## config.mk

```make
export PLATFORM = sky130hd
export DESIGN_NAME = trace_monitor
export DESIGN_NICKNAME = d
export VERILOG_FILES = /design/src/rtl/trace_monitor.sv
export SDC_FILE = /design/constraint.sdc
export NUM_CORES = 1
export LEC_CHECK = 0
export ABC_AREA = 1
export CAP_MARGIN = 30
export CORE_ASPECT_RATIO = 2
export CORE_MARGIN = 1
export CORE_UTILIZATION = 50
export CTS_CLUSTER_SIZE = 16
export DETAILED_ROUTE_END_ITERATION = 10
export PLACE_DENSITY = 0.67
export SLEW_MARGIN = 40
export SYNTH_ARGS = -nofsm -noshare
export SYNTH_HDL_FRONTEND = slang
export SYNTH_SLANG_ARGS = --single-unit
```

## constraint.sdc

```tcl
create_clock -name clk -period 5.8 [get_ports clk]
set_clock_uncertainty 0.2 [all_clocks]
set_input_delay 1.16 -clock clk [delete_from_list [all_inputs] [get_ports clk]]
set_output_delay 1.16 -clock clk [all_outputs]
set_load 0.02 [all_outputs]
```

## src/rtl/trace_monitor.sv

```systemverilog
// trace_monitor
//   Samples a set of watched registers every clock, flags which ones changed,
//   and records timestamped entries into a circular buffer. The buffer drains
//   through a show-ahead valid/ready port.
//
// Ports
//   clk        sole clock, rising edge
//   reset_n    asynchronous active-low reset
//   enable     capture enable
//   mode       0/3 any-change, 1 every-cycle, 2 channel-0-change only
//   chan_mask  per-channel participation in change detection
//   watch      flattened watched values, channel k at [k*WIDTH +: WIDTH]
//   rd_valid   buffer non-empty
//   rd_ready   consumer accepts the head entry
//   rd_data    head entry {timestamp, change_mask, snapshot}, zero when empty
//   count      current occupancy
//   full       count == DEPTH
//   dropped    saturating count of lost (dropped or overwritten) entries
module trace_monitor #(
  parameter int WIDTH        = 8,
  parameter int CHANNELS     = 6,
  parameter int DEPTH        = 16,
  parameter int TS_WIDTH     = 16,
  parameter int DROP_ON_FULL = 0
) (
  input  logic                                    clk,
  input  logic                                    reset_n,
  input  logic                                    enable,
  input  logic [1:0]                              mode,
  input  logic [CHANNELS-1:0]                     chan_mask,
  input  logic [CHANNELS*WIDTH-1:0]               watch,
  output logic                                    rd_valid,
  input  logic                                    rd_ready,
  output logic [TS_WIDTH+CHANNELS+CHANNELS*WIDTH-1:0] rd_data,
  output logic [$clog2(DEPTH):0]                  count,
  output logic                                    full,
  output logic [7:0]                              dropped
);

  localparam int PW = $clog2(DEPTH);
  localparam int CW = $clog2(DEPTH) + 1;
  localparam int EW = TS_WIDTH + CHANNELS + CHANNELS * WIDTH;
  localparam logic [CW-1:0] FULL_CNT = CW'(DEPTH);
  localparam bit OVERWRITE = (DROP_ON_FULL == 0);

  function automatic logic [7:0] sat_inc8(input logic [7:0] v);
    return (v == 8'hFF) ? v : v + 8'd1;
  endfunction

  logic [TS_WIDTH-1:0]        r_tick;
  logic [CHANNELS*WIDTH-1:0]  r_prev;
  logic                       r_prev_valid;
  logic [EW-1:0]              r_mem [DEPTH];
  logic [PW-1:0]              r_wptr;
  logic [PW-1:0]              r_rptr;
  logic [CW-1:0]              r_count;
  logic [7:0]                 r_dropped;

  logic [CHANNELS-1:0]        w_chg;
  logic                       w_event;
  logic                       w_full;
  logic                       w_empty;
  logic                       w_pop;
  logic                       w_loss;
  logic                       w_write;
  logic                       w_adv_rd;
  logic                       w_inc;
  logic                       w_dec;

  // Until a previous sample exists every participating channel counts as changed.
  always_comb begin
    w_chg = chan_mask;
    if (r_prev_valid) begin
      for (int k = 0; k < CHANNELS; k++) begin
        w_chg[k] = (watch[k*WIDTH +: WIDTH] != r_prev[k*WIDTH +: WIDTH]) && chan_mask[k];
      end
    end
  end

  always_comb begin
    w_event = 1'b0;
    if (enable) begin
      case (mode)
        2'd1:    w_event = 1'b1;
        2'd2:    w_event = w_chg[0];
        default: w_event = |w_chg;
      endcase
    end
  end

  assign w_full  = (r_count == FULL_CNT);
  assign w_empty = (r_count == '0);
  assign w_pop   = !w_empty && rd_ready;

  // A push into a full buffer is only a loss when no pop frees a slot this cycle.
  assign w_loss   = w_event && w_full && !w_pop;
  assign w_write  = w_event && (!w_loss || OVERWRITE);
  // On overwrite the write slot is the head slot, so the head moves on with it.
  assign w_adv_rd = w_pop || (w_loss && OVERWRITE);
  assign w_inc    = w_write && !w_pop && !w_full;
  assign w_dec    = w_pop && !w_write;

  // Capture stage: control state
  always_ff @(posedge clk or negedge reset_n) begin
    if (!reset_n) begin
      r_tick       <= '0;
      r_prev       <= '0;
      r_prev_valid <= 1'b0;
      r_wptr       <= '0;
      r_rptr       <= '0;
      r_count      <= '0;
      r_dropped    <= '0;
    end else begin
      r_tick       <= r_tick + TS_WIDTH'(1);
      r_prev       <= watch;
      r_prev_valid <= 1'b1;
      if (w_write) begin
        r_wptr <= r_wptr + PW'(1);
      end
      if (w_adv_rd) begin
        r_rptr <= r_rptr + PW'(1);
      end
      if (w_inc) begin
        r_count <= r_count + CW'(1);
      end else if (w_dec) begin
        r_count <= r_count - CW'(1);
      end
      if (w_loss) begin
        r_dropped <= sat_inc8(r_dropped);
      end
    end
  end

  // Capture stage: entry storage (stale contents are hidden by the empty check)
  always_ff @(posedge clk) begin
    if (w_write) begin
      r_mem[r_wptr] <= {r_tick, w_chg, watch};
    end
  end

  assign rd_valid = !w_empty;
  assign rd_data  = w_empty ? '0 : r_mem[r_rptr];
  assign count    = r_count;
  assign full     = w_full;
  assign dropped  = r_dropped;

endmodule

```

==> run summary, run 1 <==
The number of global-route vias before repair came out at 29200. The data arrival at the endpoint of the critical path is 3790 ps. After layout, the minimum clock period comes to 5150 ps.

The H-tree depth reported by CTS is 3. The number of placed instances, taps included is 4702. Summing the sequential cell areas from Yosys gives 75.6% of the chip area. Entering global routing, the biggest net connects 134 pins.

Routability-driven placement finished with a final weighted congestion of 0.787. The sequential fraction of design power is 40.9%. The length of the first detailed-routing pass in iterations is 8. The worst vdd rail ir drop came out at 0.367 mV. The initial utilization of the core area, before any placement, comes to 50.4%. The unique cell type count in the Yosys netlist came out at 42. The setup TNS after final layout came out at 0 ps.

The share of cells above drive strength 1 came out at 8.17%. The overall power of the completed layout is 25.2 mW. The non-filler instance count after layout is 4880. Max-cap violations in this run came to 0. The run finished, with violations left. The footprint of the flip-flops and latches came out at 0.0358 mm^2. Setup repair after global routing left no endpoint under its margin. The layout has 7293 filler cells. The clock latency of the later-clocked register in the worst-skew pair came out at 670 ps. The row count is 159. The internal power summed over all cells came out at 16.4 mW.

Of the post-synthesis cell area, the dominant cell type holds 71.1%. The post-synthesis instance area came out at 0.0473 mm^2. Summed over all instances, the cell type with the most area after synthesis is sky130_fd_sc_hd__edfxtp_1. The height of the die came out at 437 um. The worst path uses 88.7% of the clock period. The number of endpoints failing setup at the final stage is 0. The initial antenna violation count is 5. The switching fraction of total power is 35.0%.

The width of the chip is 220 um. The count of hold-fix buffers inserted at cts came out at 0. Relative to the synthesized area, the layout overhead comes to 13.6%.

Of all flip-flops after synthesis, the portion carrying an async set or reset was 7.13%. The number of DRC violations after detailed-routing iteration 0 came out at 2635. The prevailing post-synth register cell is sky130_fd_sc_hd__edfxtp_1. STA classifies the critical path startpoint as a flop. The achievable clock frequency is 194 MHz. The number of setup buffers added after CTS is 0. STA classifies the critical path endpoint as an output pin. The part of the total power dissipated in the clock network came out at 25.6%.

145 I/O pins were placed. The aggregate global routing overflow came out at 0. The number of clock buffers added by TritonCTS is 94. The number of vias in the routed layout is 29600. The total power density per cell area is 470 mW/mm^2. The hold violation count in the final report came out at 0.

Counting every instance in the synthesized netlist gives 3479. The number of buffers on the longest clock path came out at 3. TritonCTS built the clock tree. The port buffer count is 144. The placeable core region came out at 0.0939 mm^2. The part of the power in combinational logic is 33.5%. The tree built by TritonCTS fans out to 1206 sinks. Measured against its own limit, the worst slew margin works out to 40.7%. The combined area of the multi-input logic cells is 0.0103 mm^2. A synthesized cell averages 13.6 um^2. The all-layer global routing usage came out at 25.0%. The post-detailed-route DRC marker count is 12.

The die covers 0.0960 mm^2. Summed over all cells, the static leakage comes to 17.8 nW. The detail-routed net length per standard cell is 24.5 um. The min-delay analysis places its worst path in the category primary input to async pin. The first-pass GRT wire length is 178 mm. In this run the worst path has a maximum fanout of 117.

After clock tree synthesis, the clock-pin slew on the worst setup and hold paths is 70 ps. The Yosys warning count is 0. Counting flops and latches in the post-synthesis netlist gives 1206. Once layout is complete, the utilization of the core stands at 57.3%. For this design the total switching power over the nets is 8.83 mW. The checks that failed: design-rule violations.

The final layout contains 3664 nets. The final-report max-slew violation count is 0. The final routed wirelength across all metal layers came out at 119 mm. The buffer cell driving the clock tree root is sky130_fd_sc_hd__clkbuf_16. The post-detailed-placement half-perimeter wirelength came out at 63.4 mm. Across all hold checks on the routed design, the worst slack comes to 300 ps. Ranked by total cell area, the synthesized netlist is headed by sky130_fd_sc_hd__edfxtp_1, sky130_fd_sc_hd__o21ai_0, sky130_fd_sc_hd__nor2_1.

The data required time of the worst path came out at 4440 ps. The slew at the pin closest to its max-slew limit is 890 ps. The post-route antenna net violation count came out at 0. The critical path is of the flop to output pin type.

The number of enable-type register cells in the synthesized netlist came out at 1120. The post-synthesis net count is 3552. The via density per instance is 6.06. The post-cts repair resize count is 0.
-- cell families after synthesis --
family,Yosys count,synth area share [%]
flops,1206,75.6
compound gates,1006,12.9
simple gates,866,7.39
buf+inv,348,3.00
xor+xnor,39,0.722
fa+ha+maj,13,0.359
other cells,1,0.00792
-- final cells by class --
type,instances,share of cell area [%]
clock inverters,40,0.756
flip-flops and latches,1206,66.6
diodes,3,0.0140
inverters,107,0.803
repair buffers,257,5.02
multi-input cells,1925,19.1
well taps,1207,2.81
clock buffers,135,4.95
-- cells in the mapped netlist, types with 3 or more instances --
master,count
sky130_fd_sc_hd__a21oi_1,77
sky130_fd_sc_hd__buf_2,62
sky130_fd_sc_hd__buf_4,7
sky130_fd_sc_hd__clkbuf_1,169
sky130_fd_sc_hd__dfrtp_1,86
sky130_fd_sc_hd__edfxtp_1,1120
sky130_fd_sc_hd__ha_1,12
sky130_fd_sc_hd__inv_1,101
sky130_fd_sc_hd__inv_2,5
sky130_fd_sc_hd__nand2_1,145
sky130_fd_sc_hd__nand2_2,5
sky130_fd_sc_hd__nand3_1,92
sky130_fd_sc_hd__nand3_2,3
sky130_fd_sc_hd__nor2_1,602
sky130_fd_sc_hd__nor3b_2,3
sky130_fd_sc_hd__o211ai_1,77
sky130_fd_sc_hd__o21ai_0,562
sky130_fd_sc_hd__o21ai_2,3
sky130_fd_sc_hd__o221ai_1,204
sky130_fd_sc_hd__o22ai_1,76
sky130_fd_sc_hd__or2_1,3
sky130_fd_sc_hd__xnor2_1,19
sky130_fd_sc_hd__xor2_1,20
-- state kept, by name, summed over array words and instances (netlist names) --
name / count
count: 5
r_prev: 48
r_wptr: 4
r_prev_valid: 1
r_tick: 16
r_mem: 1120
dropped: 8
r_rptr: 4
-- critical path: stages, from the launching register on --
cell,delay (ps)
sky130_fd_sc_hd__dfrtp_4,510
sky130_fd_sc_hd__buf_12,340
sky130_fd_sc_hd__buf_16,410
sky130_fd_sc_hd__o21ai_0,180
sky130_fd_sc_hd__o221ai_1,240
sky130_fd_sc_hd__nand3_1,130
sky130_fd_sc_hd__a21oi_1,470
sky130_fd_sc_hd__clkdlybuf4s50_1,710
-- final timing paths --
check	start	to	slack [ps]	cells past startpoint
setup / recovery	r_rptr[1]$_DFFE_PN0P_	rd_data[66]	650	7
setup reg to reg	r_prev_valid$_DFF_PN0_	r_mem[6][26]$_DFFE_PP_	2010	13
max in group asynchronous	reset_n	r_prev[37]$_DFF_PN0_	4080	2
hold / removal	reset_n	r_prev[8]$_DFF_PN0_	300	1
min in group clk	dropped[0]$_DFFE_PN0P_	dropped[0]$_DFFE_PN0P_	350	1
hold reg to reg	dropped[0]$_DFFE_PN0P_	dropped[0]$_DFFE_PN0P_	350	1
-- layout by cell type (no fill, tap or decap), types with 77 or more instances in the layout --
| cell | instances |
|---|---|
| sky130_fd_sc_hd__a21oi_1 | 77 |
| sky130_fd_sc_hd__buf_4 | 79 |
| sky130_fd_sc_hd__clkbuf_16 | 98 |
| sky130_fd_sc_hd__clkdlybuf4s50_1 | 143 |
| sky130_fd_sc_hd__dfrtp_1 | 82 |
| sky130_fd_sc_hd__edfxtp_1 | 1120 |
| sky130_fd_sc_hd__inv_1 | 100 |
| sky130_fd_sc_hd__nand2_1 | 145 |
| sky130_fd_sc_hd__nand3_1 | 92 |
| sky130_fd_sc_hd__nor2_1 | 586 |
| sky130_fd_sc_hd__o211ai_1 | 77 |
| sky130_fd_sc_hd__o21ai_0 | 562 |
| sky130_fd_sc_hd__o221ai_1 | 204 |
-- metrics by stage --
step / worst slack [ps] / instance area (um^2)
after global routing: 500 / 53800
after detailed placement: 610 / 50700
after CTS: 587 / 53800
after global placement: 489 / 50500
after floorplan: -196 / 47400
final: 655 / 53800
-- per-layer routing --
layer	up-vias	share of wire, %	global-route usage [%]
met4	4	2.8	8.18
met5	-	0.023	0
li1	13300	-	-
met2	1114	53	44.3
met1	15000	39	31.4
met3	209	5.9	3.08
-- power by group through the flow --
| stage | Combinational, mW | Clock [mW] | Sequential [mW] |
|---|---|---|---|
| 2_1_floorplan | 4.98 | 0 | 10.4 |
| 6_report | 8.45 | 6.47 | 10.3 |
| 5_1_grt | 9.14 | 6.85 | 10.3 |
| 3_5_place_dp | 8.46 | 0 | 10.5 |
| 3_3_place_gp | 8.32 | 0 | 10.5 |
| 4_1_cts | 8.51 | 6.54 | 10.3 |
Note: power is estimated with default switching activity, not from simulation.
==> run 2, diff against run 1 <==
--- a/config.mk
+++ b/config.mk
@@ -12,7 +12,7 @@
 export CORE_UTILIZATION = 50
 export CTS_CLUSTER_SIZE = 16
 export DETAILED_ROUTE_END_ITERATION = 10
-export PLACE_DENSITY = 0.67
+export PLACE_DENSITY = 0.69
 export SLEW_MARGIN = 40
 export SYNTH_ARGS = -nofsm -noshare
 export SYNTH_HDL_FRONTEND = slang
==> constraint.sdc (replaced) <==
create_clock -name clk -period 4.9 [get_ports clk]
set_clock_uncertainty 0.2 [all_clocks]
set_input_delay 0.98 -clock clk [delete_from_list [all_inputs] [get_ports clk]]
set_output_delay 0.98 -clock clk [all_outputs]
set_load 0.02 [all_outputs]
==> run summary, run 2 (synthesized netlist as in run 1, its figures left out) <==
The flow ran to the end, but the final reports show violations. The final reports fail on design-rule violations. The root buffer cell chosen for the clock tree is sky130_fd_sc_hd__clkbuf_16.

The width of the chip is 220 um. The post-layout worst setup margin came out at 113 ps. The critical path is of the flop to output pin type. The achievable clock frequency is 209 MHz. The slew at the pin closest to its max-slew limit came out at 855 ps. The count of clock tree sinks is 1206.

The count of hold-fix buffers inserted at cts is 0. In this run, placement finished with an instance count of 4755. At the later pin of the worst-skew pair, clock insertion delay measures 710 ps. The area of the die came out at 0.0960 mm^2. The part of the total power dissipated in the clock network came out at 25.5%. The starting density of the core is 50.4%. Per report_power, the combinational group accounts for 34.8% of the total. Global routing used 26.4% of the available tracks across all layers. The data required time of the worst path is 3720 ps.

The share of cells above drive strength 1 is 9.84%. The clock tree synthesis step divided the H-tree into 3 levels. The family of cells with the greatest summed delay on the critical path is buffers and inverters. The post-detailed-route DRC marker count is 12. The port buffer count is 144. Together, buffers and inverters on the worst path number 4. Entering global routing, the biggest net connects 82 pins. The largest registers in the layout are r_mem x1120, r_prev x48, r_tick x16. In this run the deepest clock path goes through 3 buffers.

After the last flow step, the layout net total stands at 3721. The setup check on the worst reg-to-reg path leaves a slack of 1180 ps. STA classifies the critical path startpoint as a flop.

The post-detailed-placement half-perimeter wirelength came out at 71.6 mm. The area growth from synthesis to layout came out at 15.4%. Setup repair after global routing could not meet its margin everywhere.

The combined area of the multi-input logic cells is 0.0103 mm^2. The leading cell type in the layout, fill and taps excluded is sky130_fd_sc_hd__edfxtp_1. Once layout is complete, the cells apart from fillers number 4936.

More flip-flops sit in one register than any other, and that register is r_mem. The internal portion of the total power is 19.8 mW. The post-route antenna net violation count came out at 0.

The number of flip-flops in the largest register came out at 1120. For this design, the slowest cell found on the critical path is sky130_fd_sc_hd__clkdlybuf4s50_1. The setup TNS after final layout is 0 ps.

The number of DRC violations after detailed-routing iteration 0 is 2940. Of all nets on the critical path, the largest fanout is 49. In this run the worst hold path is classified as primary input to async pin. The share of the cycle needed by the critical path after routing came out at 97.7%. The footprint of the flip-flops and latches is 0.0358 mm^2. The final routed wirelength across all metal layers is 125 mm.

The initial antenna violation count came to 2. The final standard cell area without fillers came out at 0.0546 mm^2. The first-pass GRT wire length is 188 mm. The worst hold margin came out at 80.3 ps. The clock period minus worst slack is 4790 ps. The kind of capture point of the worst setup path is an output pin. The final route contains 30400 vias. The count of max-cap constraint violations came out at 0. The placeable core region came out at 0.0939 mm^2. The worst-case IR drop observed on VDD is 0.451 mV. Net switching is 35.5% of the power. The setup slack at placement came out at 297 ps.

The routability-driven placement congestion ratio is 0.807. Headroom to the max-slew limit came out at 42.9%. The total power density per cell area came out at 562 mW/mm^2. The clock-pin slew of the registers on the worst-case setup and hold paths is 70 ps.

The analysis attributes to cell leakage a power of 18.2 nW. The detail-routed net length per standard cell came out at 25.4 um. The filler cells instantiated in the layout total 7212.

The number of endpoints failing setup at the final stage came out at 0. The hold violation count in the final report came out at 0. The sequential fraction of design power came out at 39.7%. The height of the die is 437 um. The data arrival at the endpoint of the critical path came out at 3610 ps.

The via density per instance is 6.17. The number of global-route vias before repair is 30800. The top-level port count is 145. The row count came out at 159.

The CTS tree is yes. The instance area at placement is 0.0513 mm^2. The number of clock buffers inserted by TritonCTS came out at 96. The first TritonRoute pass finished after 9 iterations.

The worst stage delay on the critical path is 660 ps. Traced cell by cell, the critical path runs through inv_8 > buf_16 > buf_12 > o21ai_0 > o22ai_1 > o211ai_1 > a21oi_1 > clkdlybuf4s50_1. For this design the total switching power over the nets is 10.9 mW. The final-report max-slew violation count came out at 0. In the layout the commonest cells are sky130_fd_sc_hd__edfxtp_1, sky130_fd_sc_hd__nor2_1, sky130_fd_sc_hd__o21ai_0. The aggregate global routing overflow is 0.
## run 2: area by class of cell
class / instances / area share, %
sequential: 1206 / 65.5
multi-input combinational: 1925 / 18.8
timing repair buffer: 312 / 6.29
clock buffer: 127 / 4.78
tap: 1207 / 2.76
clock inverter: 51 / 1.04
inverter: 107 / 0.786
antenna: 1 / 0.00458
## run 2: path summary, 6_finish.rpt
kind,start,endpoint,depth (start not counted)
hold reg to reg,dropped[0]$_DFFE_PN0P_,dropped[0]$_DFFE_PN0P_,1
max in group asynchronous,reset_n,r_prev[5]$_DFF_PN0_,2
setup / recovery,r_rptr[1]$_DFFE_PN0P_,rd_data[13],8
min in group clk,dropped[0]$_DFFE_PN0P_,dropped[0]$_DFFE_PN0P_,1
setup reg to reg,r_prev_valid$_DFF_PN0_,r_mem[6][7]$_DFFE_PP_,14
hold / removal,reset_n,r_prev[44]$_DFF_PN0_,1
## run 2: power groups by stage
stage	clock network, mW	registers (mW)	logic [mW]
finish	7.84	12.2	10.7
detailed placement	0	12.4	10.5
global placement	0	12.4	10.4
floorplan	0	12.3	5.90
global route	8.29	12.2	11.4
CTS	7.93	12.2	10.6
## run 2: timing repair
action                                  4_1_cts  5_1_grt
setup buffers                                 1        1
resized for setup                             2       15
endpoints found under the setup margin        8       37
gates cloned                                  0        0
## run 2: stage by stage
stage | utilization (%) | total power [mW]
finish | 58.2 | 30.7
global route | 58.2 | 31.9
CTS | 58.1 | 30.8
detailed placement | 54.7 | 23.0
global placement | 54.7 | 22.8
floorplan | - | 18.2
## run 2: layer usage
layer  routed length [um]  up-vias  part of all wire, %  GRT usage [%]
met5                   13        -                0.010              0
li1                     -    13400                    -              -
met2                65200     1373                   52           45.8
met1                47000    15500                   37           33.0
met3                 8600      254                  6.8           3.62
met4                 4590        2                  3.7           10.9
## run 2: worst register-to-register path, stage by stage (launching register included)
cell	delay, ps
sky130_fd_sc_hd__dfrtp_1	370
sky130_fd_sc_hd__inv_2	420
sky130_fd_sc_hd__a21oi_1	150
sky130_fd_sc_hd__nand3_1	110
sky130_fd_sc_hd__nor2_1	70
sky130_fd_sc_hd__nand2_1	120
sky130_fd_sc_hd__nand2_1	90
sky130_fd_sc_hd__nand2_1	90
sky130_fd_sc_hd__nor2_1	150
sky130_fd_sc_hd__nand2_2	170
sky130_fd_sc_hd__nand2_4	90
sky130_fd_sc_hd__inv_4	80
sky130_fd_sc_hd__nand2_1	220
sky130_fd_sc_hd__nor2_4	730
sky130_fd_sc_hd__buf_12	320
